--- config.mk ---
export PLATFORM = sky130hd
export DESIGN_NAME = pipe_buffer
export DESIGN_NICKNAME = d
export VERILOG_FILES = /design/src/rtl/pipe_buffer_pkg.sv /design/src/rtl/pipe_buffer_mem.sv /design/src/rtl/pipe_buffer.sv
export SDC_FILE = /design/constraint.sdc
export NUM_CORES = 1
export LEC_CHECK = 0
export ABC_AREA = 1
export CAP_MARGIN = 20
export CORE_MARGIN = 3
export CORE_UTILIZATION = 40
export CTS_CLUSTER_DIAMETER = 60
export DETAILED_ROUTE_END_ITERATION = 7
export SLEW_MARGIN = 20
export SYNTH_ARGS = -nofsm -noshare
export SYNTH_HDL_FRONTEND = slang
export SYNTH_SLANG_ARGS = --single-unit
--- constraint.sdc ---
create_clock -name clk -period 2.58 [get_ports clk]
set_input_delay 0.387 -clock clk [delete_from_list [all_inputs] [get_ports clk]]
set_output_delay 0.387 -clock clk [all_outputs]
set_load 0.01 [all_outputs]
--- src/rtl/pipe_buffer_pkg.sv ---
// Shared geometry defaults for pipe_buffer and the count-width helper.
package pipe_buffer_pkg;
  localparam int DEF_WIDTH = 32;
  localparam int DEF_DEPTH = 4;

  // count must represent 0..DEPTH inclusive, hence one bit more than a pointer
  function automatic int cnt_w(input int depth);
    return $clog2(depth) + 1;
  endfunction
endpackage

--- src/rtl/pipe_buffer_mem.sv ---
// DEPTH x WIDTH storage: one synchronous write port, one asynchronous read port, no reset.
module pipe_buffer_mem
  import pipe_buffer_pkg::*;
#(
  parameter int WIDTH = DEF_WIDTH,
  parameter int DEPTH = DEF_DEPTH
) (
  input  logic                     clk,
  input  logic                     we,
  input  logic [$clog2(DEPTH)-1:0] waddr,
  input  logic [WIDTH-1:0]         wdata,
  input  logic [$clog2(DEPTH)-1:0] raddr,
  output logic [WIDTH-1:0]         rdata
);
  logic [WIDTH-1:0] mem [DEPTH];

  always_ff @(posedge clk) begin
    if (we) mem[waddr] <= wdata;
  end

  assign rdata = mem[raddr];
endmodule

--- src/rtl/pipe_buffer.sv ---
// Valid/ready FIFO buffer; one-cycle push-to-out_valid latency, in_ready depends on count only.
// Define PIPE_BUFFER_ZERO_OUT_EN to force out_data to zero whenever out_valid is low.
module pipe_buffer
  import pipe_buffer_pkg::*;
#(
  parameter int WIDTH = DEF_WIDTH,
  parameter int DEPTH = DEF_DEPTH
) (
  input  logic                      clk,
  input  logic                      reset,
  input  logic                      flush,
  input  logic                      in_valid,
  output logic                      in_ready,
  input  logic [WIDTH-1:0]          in_data,
  output logic                      out_valid,
  input  logic                      out_ready,
  output logic [WIDTH-1:0]          out_data,
  output logic [cnt_w(DEPTH)-1:0]   count
);
  localparam int PW = $clog2(DEPTH);
  localparam int CW = cnt_w(DEPTH);

  logic [PW-1:0]    wr_ptr;
  logic [PW-1:0]    rd_ptr;
  logic             written;
  logic             push;
  logic             pop;
  logic [WIDTH-1:0] head;

  assign in_ready  = (count < CW'(DEPTH));
  assign out_valid = (count != '0);
  assign push      = in_valid && in_ready;
  assign pop       = out_valid && out_ready;

  pipe_buffer_mem #(
    .WIDTH (WIDTH),
    .DEPTH (DEPTH)
  ) u_mem (
    .clk   (clk),
    .we    (push && !flush),
    .waddr (wr_ptr),
    .wdata (in_data),
    .raddr (rd_ptr),
    .rdata (head)
  );

  // written masks the unreset array so out_data reads zero until the first push after reset
  always_ff @(posedge clk or negedge reset) begin
    if (!reset) begin
      wr_ptr  <= '0;
      rd_ptr  <= '0;
      count   <= '0;
      written <= 1'b0;
    end else if (flush) begin
      wr_ptr <= '0;
      rd_ptr <= '0;
      count  <= '0;
    end else begin
      if (push) begin
        wr_ptr  <= wr_ptr + 1'b1;
        written <= 1'b1;
      end
      if (pop) rd_ptr <= rd_ptr + 1'b1;
      case ({push, pop})
        2'b10:   count <= count + 1'b1;
        2'b01:   count <= count - 1'b1;
        default: ;
      endcase
    end
  end

`ifdef PIPE_BUFFER_ZERO_OUT_EN
  assign out_data = out_valid ? head : '0;
`else
  assign out_data = written ? head : '0;
`endif
endmodule

==> results.json, run 1 <==
{
  "via_per_inst": 4.93,
  "maxSlewHeadroom": 0.726,
  "core-area_sq_um": 13400,
  "gp_congestion": 0.748,
  "synth_seq_cells": 136,
  "yosysTopAreaCellShare": 0.691,
  "synth_edf_count": 128,
  "hold_class": "input pin to async pin",
  "synth_area_sq_um": 5560,
  "setup-violations-final": 0,
  "power.share.combinational": 0.278,
  "ctsRootBufferMaster": "clkbuf_16",
  "fp.dieH_um": 124,
  "switchingPower_mw": 1.94,
  "insertion_delay_ps": 410,
  "yosysWarnings": 0,
  "ant_nets": 0,
  "async_reset_ff_frac": 0.0588,
  "synthTopCellsByCount": "nor2_1, edfxtp_1, o21ai_1",
  "design.die.area_sq_um": 15400,
  "worstMarginPinSlew_ps": 410,
  "syn_nets": 486,
  "ios": 74,
  "critPathKind": "flop to output port",
  "worst_slack_ps": 132,
  "synthTopCellsByArea": "edfxtp_1, nor2_1, o21ai_1",
  "antenna_found_initial": 0,
  "arrival_ps": 2060,
  "clockBufferDepth": 2,
  "slew_viol_final": 0,
  "diodes": 0,
  "run_status": "complete, no violations",
  "clkSinkCount": 136,
  "finalCriticalPeriod_ps": 2450,
  "yosys.area.top_type": "edfxtp_1",
  "holdWs_ps": 276,
  "track_usage": 0.167,
  "dp_cells": 688,
  "hold_viol_final": 0,
  "max_freq_mhz": 408,
  "fin_util": 0.528,
  "area_growth_pct": 27.2,
  "cpMaxStageDelayCell": "clkdlybuf4s50_1",
  "synth.avg_cell_area_sq_um": 12.5,
  "yosys_most_used_dff": "edfxtp_1",
  "crit_fanout": 40,
  "grt_pass1_wl_um": 18900,
  "drc": 0,
  "finalClockSkew_ps": 5.86,
  "power_frac_clock": 0.330,
  "routedWlPerCell_um": 16.6,
  "synthCells": 444,
  "instances_no_fill": 720,
  "ys_types": 28,
  "p_leak_nw": 2.50,
  "crit_path_start_kind": "flop",
  "rsz0062_at_grt": "true",
  "grt-ovfl-total": 0,
  "internal_power_mw": 4.88,
  "drtPass1Iterations": 4,
  "drive_gt1_frac": 0.114,
  "row_count": 42,
  "clk_pin_slew_worst_paths_ps": 50,
  "fin_tns_setup_ps": 0,
  "first_iter_violations": 267,
  "start_util": 0.415,
  "drt_wl_total_um": 11900,
  "critPathBufInv": 3,
  "vias": 3549,
  "port_buffers": 73,
  "seq_area_frac_synth": 0.727,
  "required_ps": 2190,
  "cap_violations": 0,
  "nNetsFinal": 573,
  "postCtsSetupRepairBufs": 0,
  "cts_resized": 2,
  "finalCritPeriodShare": 0.949,
  "cts_htree_levels": 4,
  "cp-end-kind": "output port",
  "ir_drop_v": 0.000495,
  "synth.most_common_cell": "nor2_1",
  "cts_buffers": 17,
  "seqPwrFrac": 0.393,
  "hold_buffers": 0,
  "cts_tree": "done",
  "hpwl_um": 7290,
  "dp_slack_ps": 425,
  "critPathMaxStageDelay_ps": 560,
  "switching_share": 0.285,
  "worstPathCellList": "inv_2, buf_12, o21ai_0, a21oi_1, clkdlybuf4s50_1",
  "power_density_nw_per_um2": 964,
  "crit_family": "buffers and inverters",
  "grt_start_max_net_pins": 41,
  "grt_pass1_vias": 3650,
  "die_w_um": 124
}
## cells by family (layout without fill, tap and decap cells)
logic type | count (synthesis) | in the layout | share of synthesized area
adders and majority gates | 5 | 5 | 0.0126
AOI/OAI and AO/OA | 102 | 102 | 0.0922
DFF | 136 | 136 | 0.727
and+or+nand+nor | 162 | 162 | 0.117
buffers and inverters | 39 | 139 | 0.0517
## worst reg2reg max path: cells and delay by family, from the launching register on
kind                   cells  cell delay [ps]
buffers and inverters      3              560
and+or+nand+nor            3              430
DFF                        1              430
## through the flow
stage	instance area (sq um)	power [mW]
floorplan	5560	3.83
global placement	6480	4.58
detailed placement	6480	4.62
CTS	7050	6.89
global route	7080	7.20
finish	7080	6.83
## final timing paths
path	start	end	slack, ps	cells past startpoint
worst max register to register	count[2]$_DFFE_PN0P_	u_mem.mem[1][21]$_DFFE_PP_	840	6
max in group asynchronous	reset	rd_ptr[0]$_DFFE_PN0P_	1990	1
worst max-delay path	rd_ptr[0]$_DFFE_PN0P_	out_data[6]	130	5
min in group clk	wr_ptr[1]$_DFFE_PN0P_	wr_ptr[1]$_DFFE_PN0P_	530	2
worst min register to register	wr_ptr[1]$_DFFE_PN0P_	wr_ptr[1]$_DFFE_PN0P_	530	2
worst min-delay path	reset	count[2]$_DFFE_PN0P_	280	1
## power groups by stage
stage	clock network (mW)	logic [mW]	registers, mW
after floorplan	0	1.12	2.72
after global placement	0	1.87	2.71
after detailed placement	0	1.90	2.72
after CTS	2.29	1.92	2.68
after global routing	2.39	2.12	2.70
final	2.25	1.90	2.68
## cell type report
| class | count | area [sq um] |
|---|---|---|
| Fill cell | 1165 | 6320 |
| Clock inverter | 15 | 136 |
| Timing Repair Buffer | 92 | 933 |
| Tap cell | 176 | 220 |
| Sequential cell | 136 | 4050 |
| Multi-Input combinational cell | 269 | 1260 |
| Inverter | 15 | 56.3 |
| Clock buffer | 17 | 425 |
## flip-flops by register name, summed over array words and instances (netlist names)
register / flops
wr_ptr: 2
count: 3
rd_ptr: 2
written: 1
u_mem.mem: 128
## layout by cell type, fill, tap and decap left out, types with 6 or more instances in the layout
cell type,instances
a21oi_1,33
nor2_1,132
buf_4,13
nand2_1,15
edfxtp_1,128
o21ai_0,24
clkinv_2,6
clkbuf_16,17
dfrtp_1,7
o21ai_1,44
clkdlybuf4s50_1,70
inv_1,12
## routing by layer
layer / GRT usage / wire [um] / up-vias
met4: 0.0650 / 148 / 0
met3: 0.0431 / 492 / 11
met5: 0 / 0 / -
li1: - / - / 1724
met1: 0.209 / 5330 / 1738
met2: 0.280 / 5970 / 76
(Power assumes the default switching activity.)
==> inputs of run 2 (changes only) <==
==> constraint.sdc (replaced) <==
create_clock -name clk -period 2.58 [get_ports clk]
set_input_delay 0.645 -clock clk [delete_from_list [all_inputs] [get_ports clk]]
set_output_delay 0.645 -clock clk [all_outputs]
set_load 0.01 [all_outputs]
==> run 2 against run 1 <==
Against the previous run: register-to-register slack better by 80 ps; die area stayed put; non-clock buffer count is 7 higher; final cell count is 0.97% higher; maximum frequency is 2.4% lower; wire length is 1.2% higher; via count is 1.0% lower.
==> results.json, run 2 (synthesis results as in run 1) <==
{
  "run_status": "complete, no violations",
  "holdWs_ps": 537,
  "vias": 3513,
  "cap_violations": 0,
  "ir_drop_v": 0.000461,
  "routedWlPerCell_um": 16.6,
  "reg2regPathDepth": 8,
  "worstReg2RegEnd": "count[2]$_DFFE_PN0P_",
  "row_count": 42,
  "regMostFlops": "u_mem.mem",
  "drtPass1Iterations": 4,
  "grt_start_max_net_pins": 33,
  "design.die.area_sq_um": 15400,
  "drc": 0,
  "worst_slack_ps": 72.6,
  "nNetsFinal": 580,
  "clockBufferDepth": 2,
  "largestRegisters": "u_mem.mem x128, count x3",
  "required_ps": 1930,
  "worstPathCellList": "buf_6, clkbuf_16, nor2_1, nor2_1, o21ai_1, a21oi_1, dlygate4sd2_1",
  "hold_class": "input pin to async pin",
  "hold_buffers": 0,
  "critPathKind": "flop to output port",
  "fp.dieH_um": 124,
  "rsz0062_at_grt": "false",
  "ant_nets": 0,
  "clkSinkCount": 136,
  "finalClockSkew_ps": 7.66,
  "finalCritPeriodShare": 0.972,
  "worstMarginPinSlew_ps": 425,
  "hold_viol_final": 0,
  "via_per_inst": 4.83,
  "core-area_sq_um": 13400,
  "cpMaxStageDelayCell": "dfrtp_2",
  "cp-end-kind": "output port",
  "grt_use_met1": 0.197,
  "ios": 74,
  "drive_gt1_frac": 0.122,
  "cts_htree_levels": 4,
  "fin_util": 0.544,
  "finalCriticalPeriod_ps": 2510,
  "clk_pin_slew_worst_paths_ps": 60,
  "crit_path_start_kind": "flop",
  "critPathMaxStageDelay_ps": 430,
  "slew_viol_final": 0,
  "largest_reg_flops": 128,
  "reg2reg_slack_ps": 920,
  "final_common_cell": "nor2_1",
  "multiInputGateArea_sq_um": 1260,
  "fill_cells": 1129,
  "first_iter_violations": 301,
  "grt-ovfl-total": 0,
  "p_leak_nw": 2.72,
  "mostFrequentLayoutCells": "nor2_1, edfxtp_1, o21ai_1",
  "power_density_nw_per_um2": 964,
  "grt_pass1_wl_um": 18600,
  "area_growth_pct": 31.1,
  "port_buffers": 73,
  "use_met2": 0.281,
  "r2r_start": "count[1]$_DFFE_PN0P_",
  "ctsRootBufferMaster": "clkbuf_16",
  "crit_path_frequent_cell": "nor2_1",
  "gp_congestion": 0.768,
  "insertion_delay_ps": 420,
  "cts_tree": "done",
  "setup-violations-final": 0,
  "arrival_ps": 1860,
  "cts_buffers": 17,
  "grt.met3_usage": 0.0609,
  "track_usage": 0.167,
  "drt_wl_total_um": 12100,
  "regArea_sq_um": 4050,
  "antenna_found_initial": 0,
  "start_util": 0.415,
  "busiest_layer": "met2",
  "dp_slack_ps": 259,
  "die_w_um": 124,
  "diodes": 0,
  "hpwl_um": 7310,
  "crit_fanout": 16,
  "maxSlewHeadroom": 0.716,
  "max_freq_mhz": 399,
  "grt_pass1_vias": 3579
}
## run 2: cell types whose count changed in the layout (fill, tap and decap cells not counted), moves of 3 or more
cell             before  now
dlymetal6s2s_1        3   15
clkbuf_1              0    3
dlygate4sd2_1         0   12
buf_4                13   10
buf_12                3   11
clkdlybuf4s15_1       0    3
clkinvlp_4            4    0
clkdlybuf4s50_1      70   41
## run 2: stage by stage
| step | TNS [ps] | cell area [sq um] | instances | power [mW] |
|---|---|---|---|---|
| floorplan | -13440 | 5560 | 444 | 3.83 |
| global placement | 0 | 6630 | 692 | 4.66 |
| detailed placement | 0 | 6630 | 692 | 4.70 |
| CTS | -1640 | 7210 | 724 | 7.07 |
| global route | 0 | 7290 | 727 | 7.41 |
| finish | 0 | 7290 | 727 | 7.03 |
## run 2: worst max-delay path by stage
stage | start | end | depth (start not counted)
2_1_floorplan | in_valid | u_mem.mem[1][0]$_DFFE_PP_ | 4
3_3_place_gp | rd_ptr[0]$_DFFE_PN0P_ | out_data[4] | 5
3_5_place_dp | rd_ptr[0]$_DFFE_PN0P_ | out_data[4] | 5
4_1_cts | rd_ptr[0]$_DFFE_PN0P_ | out_data[23] | 6
5_1_grt | rd_ptr[0]$_DFFE_PN0P_ | out_data[13] | 7
6_report | rd_ptr[0]$_DFFE_PN0P_ | out_data[16] | 7
## run 2: report_power, final
part	switching [mW]	total, mW	internal [mW]
clock	0.838	2.43	1.60
sequential	0.0797	2.68	2.60
combinational	1.03	1.91	0.878
total	1.95	7.03	5.07
## run 2: layer usage
metal,wire length (um),vias to the layer above
met5,0,-
met4,130,0
met3,701,10
met2,6120,100
met1,5130,1660
li1,-,1743
## run 2: final cells by class
class,instances,share of cell area
sequential,136,0.555
multi-input combinational,269,0.173
timing repair buffer,99,0.153
clock buffer,20,0.0599
tap,176,0.0302
clock inverter,12,0.0214
inverter,15,0.00806
## run 2: what timing repair did
item | in CTS | in global routing
pin swaps | 1 | 2
buffers inserted | 0 | 2
gates resized for setup | 20 | 26
cloned | 0 | 1
endpoints found under the setup margin | 32 | 17
## run 2: worst max-delay path, delay by kind of cell (launching register included)
family	cells	cell delay (ps)
simple gates	2	130
flops	1	430
compound gates	2	270
buf+inv	3	610
==> inputs of run 3 (changes only) <==
--- a/config.mk
+++ b/config.mk
@@ -11,6 +11,7 @@
 export CORE_UTILIZATION = 40
 export CTS_CLUSTER_DIAMETER = 60
 export DETAILED_ROUTE_END_ITERATION = 7
+export SETUP_SLACK_MARGIN = 0.15
 export SLEW_MARGIN = 20
 export SYNTH_ARGS = -nofsm -noshare
 export SYNTH_HDL_FRONTEND = slang
==> run 3 against run 2 <==
Against the previous run: clock power hardly changed; critical path depth up 1; final cell count up 0.96%; wire length grew 2.3%; worst hold slack worse by 3.9 ps; register-to-register slack about the same; global-route usage increased by 0.58 points; die area did not move; combinational power grew 3%; non-clock buffer count is 7 higher; utilization decreased by 0.20 points; critical path type unchanged; largest cell class unchanged.
==> results.json, run 3 (synthesis results as in run 1) <==
{
  "seqPwrFrac": 0.378,
  "clk_pin_slew_worst_paths_ps": 60,
  "drc": 0,
  "cts_buffers": 17,
  "clockBufferDepth": 2,
  "cap_violations": 0,
  "reg2regPathDepth": 8,
  "final_common_cell": "edfxtp_1",
  "required_ps": 1930,
  "via_per_inst": 4.87,
  "regMostFlops": "u_mem.mem",
  "worstMarginPinSlew_ps": 426,
  "drt_wl_total_um": 12400,
  "crit_fanout": 8,
  "grt_use_met1": 0.207,
  "vias": 3574,
  "row_count": 42,
  "r2r_start": "count[1]$_DFFE_PN0P_",
  "cts_htree_levels": 4,
  "first_iter_violations": 311,
  "p_leak_nw": 2.63,
  "power.share.combinational": 0.277,
  "ios": 74,
  "internal_power_mw": 5.08,
  "largest_reg_flops": 128,
  "busiest_layer": "met2",
  "grt_start_max_net_pins": 25,
  "design_area_sq_um": 7270,
  "ant_nets": 0,
  "diodes": 0,
  "power_frac_clock": 0.345,
  "cpMaxStageDelayCell": "dfrtp_2",
  "port_buffers": 73,
  "max_freq_mhz": 410,
  "hold_buffers": 0,
  "hold_viol_final": 0,
  "critPathKind": "flop to output port",
  "start_util": 0.415,
  "mostFrequentLayoutCells": "edfxtp_1, nor2_1, o21ai_1",
  "design.die.area_sq_um": 15400,
  "hold_class": "input pin to async pin",
  "cp-startpoint": "rd_ptr[0]$_DFFE_PN0P_",
  "fill_cells": 1135,
  "insertion_delay_ps": 420,
  "grt_pass1_vias": 3651,
  "worstPathCellList": "buf_6, buf_12, buf_16, nor2_1, nor2_1, o21ai_1, a21oi_1, buf_2",
  "drive_gt1_frac": 0.204,
  "ctsRootBufferMaster": "clkbuf_16",
  "finalCriticalPeriod_ps": 2440,
  "core-area_sq_um": 13400,
  "grt.met3_usage": 0.0595,
  "power_density_nw_per_um2": 976,
  "critPathMaxStageDelay_ps": 460,
  "antenna_found_initial": 0,
  "crit_family": "buffers and inverters",
  "rsz0062_at_grt": "true",
  "holdWs_ps": 533,
  "arrival_ps": 1790,
  "placed_area_sq_um": 6630,
  "largestRegisters": "u_mem.mem x128, count x3",
  "use_met2": 0.290,
  "grt-ovfl-total": 0,
  "reg2reg_slack_ps": 920,
  "finalCritPeriodShare": 0.945,
  "finalClockSkew_ps": 6.43,
  "crit_path_frequent_cell": "nor2_1",
  "switchingPower_mw": 2.02,
  "ir_drop_v": 0.000476,
  "cp-end-kind": "output port",
  "finalPower_mw": 7.09,
  "critPathBufInv": 4,
  "slew_viol_final": 0,
  "run_status": "complete, no violations",
  "clkSinkCount": 136,
  "maxSlewHeadroom": 0.715,
  "nNetsFinal": 587,
  "fp.dieH_um": 124,
  "cts_tree": "done",
  "fin_util": 0.542,
  "cp_num_cells": 8,
  "routedWlPerCell_um": 16.8,
  "crit_path_start_kind": "flop",
  "setup-violations-final": 0,
  "drtPass1Iterations": 4,
  "worstReg2RegEnd": "count[2]$_DFFE_PN0P_",
  "grt_pass1_wl_um": 19200,
  "die_w_um": 124,
  "area_growth_pct": 30.6,
  "switching_share": 0.284,
  "hpwl_um": 7310,
  "crit_path_end": "out_data[18]",
  "track_usage": 0.172,
  "gp_congestion": 0.768
}
run 3: repair_timing:
item,CTS,global route
gates cloned,3,0
setup buffers,7,1
pin swaps,6,15
setup endpoints to repair,32,31
resized for setup,104,49
run 3: metrics by stage:
| stage | cells | setup slack (ps) | setup TNS, ps |
|---|---|---|---|
| 2_1_floorplan | 444 | -105 | -13440 |
| 3_3_place_gp | 692 | 279 | 0 |
| 3_5_place_dp | 692 | 259 | 0 |
| 4_1_cts | 734 | 75.1 | 0 |
| 5_1_grt | 734 | 54.6 | 0 |
| 6_report | 734 | 143 | 0 |
run 3: per-layer routing:
metal | vias up | wire [um]
met5 | - | 0
met4 | 0 | 218
met3 | 21 | 587
met2 | 84 | 6170
met1 | 1709 | 5380
li1 | 1760 | -
run 3: final cells by class:
type / count / area [sq um] / area share
clock inverters: 12 / 156 / 0.0215
clock buffers: 20 / 437 / 0.0601
inverters: 15 / 58.8 / 0.00809
flip-flops and latches: 136 / 4050 / 0.557
multi-input cells: 269 / 1310 / 0.180
well taps: 176 / 220 / 0.0303
repair buffers: 106 / 1040 / 0.144
run 3: worst reg2reg max path, cell delays in order (launching register included):
cell and delay (ps):
dfrtp_1 430, nor2_1 200, nand2_4 90, nand2_4 100, nor2_1 60, fa_1 380
nand3b_1 170, nand3_1 80, nand2_1 50
run 3: power by group through the flow:
stage / Sequential [mW] / Clock [mW] / Combinational (mW)
6_report: 2.68 / 2.44 / 1.97
5_1_grt: 2.70 / 2.58 / 2.18
4_1_cts: 2.68 / 2.48 / 2.02
3_5_place_dp: 2.72 / 0 / 1.97
3_3_place_gp: 2.72 / 0 / 1.95
2_1_floorplan: 2.72 / 0 / 1.12
run 3: worst min path at each step:
stage | endpoint | slack, ps | from
2_1_floorplan | count[0]$_DFFE_PN0P_ | 350 | reset
3_3_place_gp | wr_ptr[1]$_DFFE_PN0P_ | 530 | wr_ptr[1]$_DFFE_PN0P_
3_5_place_dp | wr_ptr[1]$_DFFE_PN0P_ | 540 | wr_ptr[1]$_DFFE_PN0P_
4_1_cts | written$_DFFE_PN0P_ | 530 | reset
5_1_grt | wr_ptr[1]$_DFFE_PN0P_ | 540 | reset
6_report | wr_ptr[1]$_DFFE_PN0P_ | 530 | reset
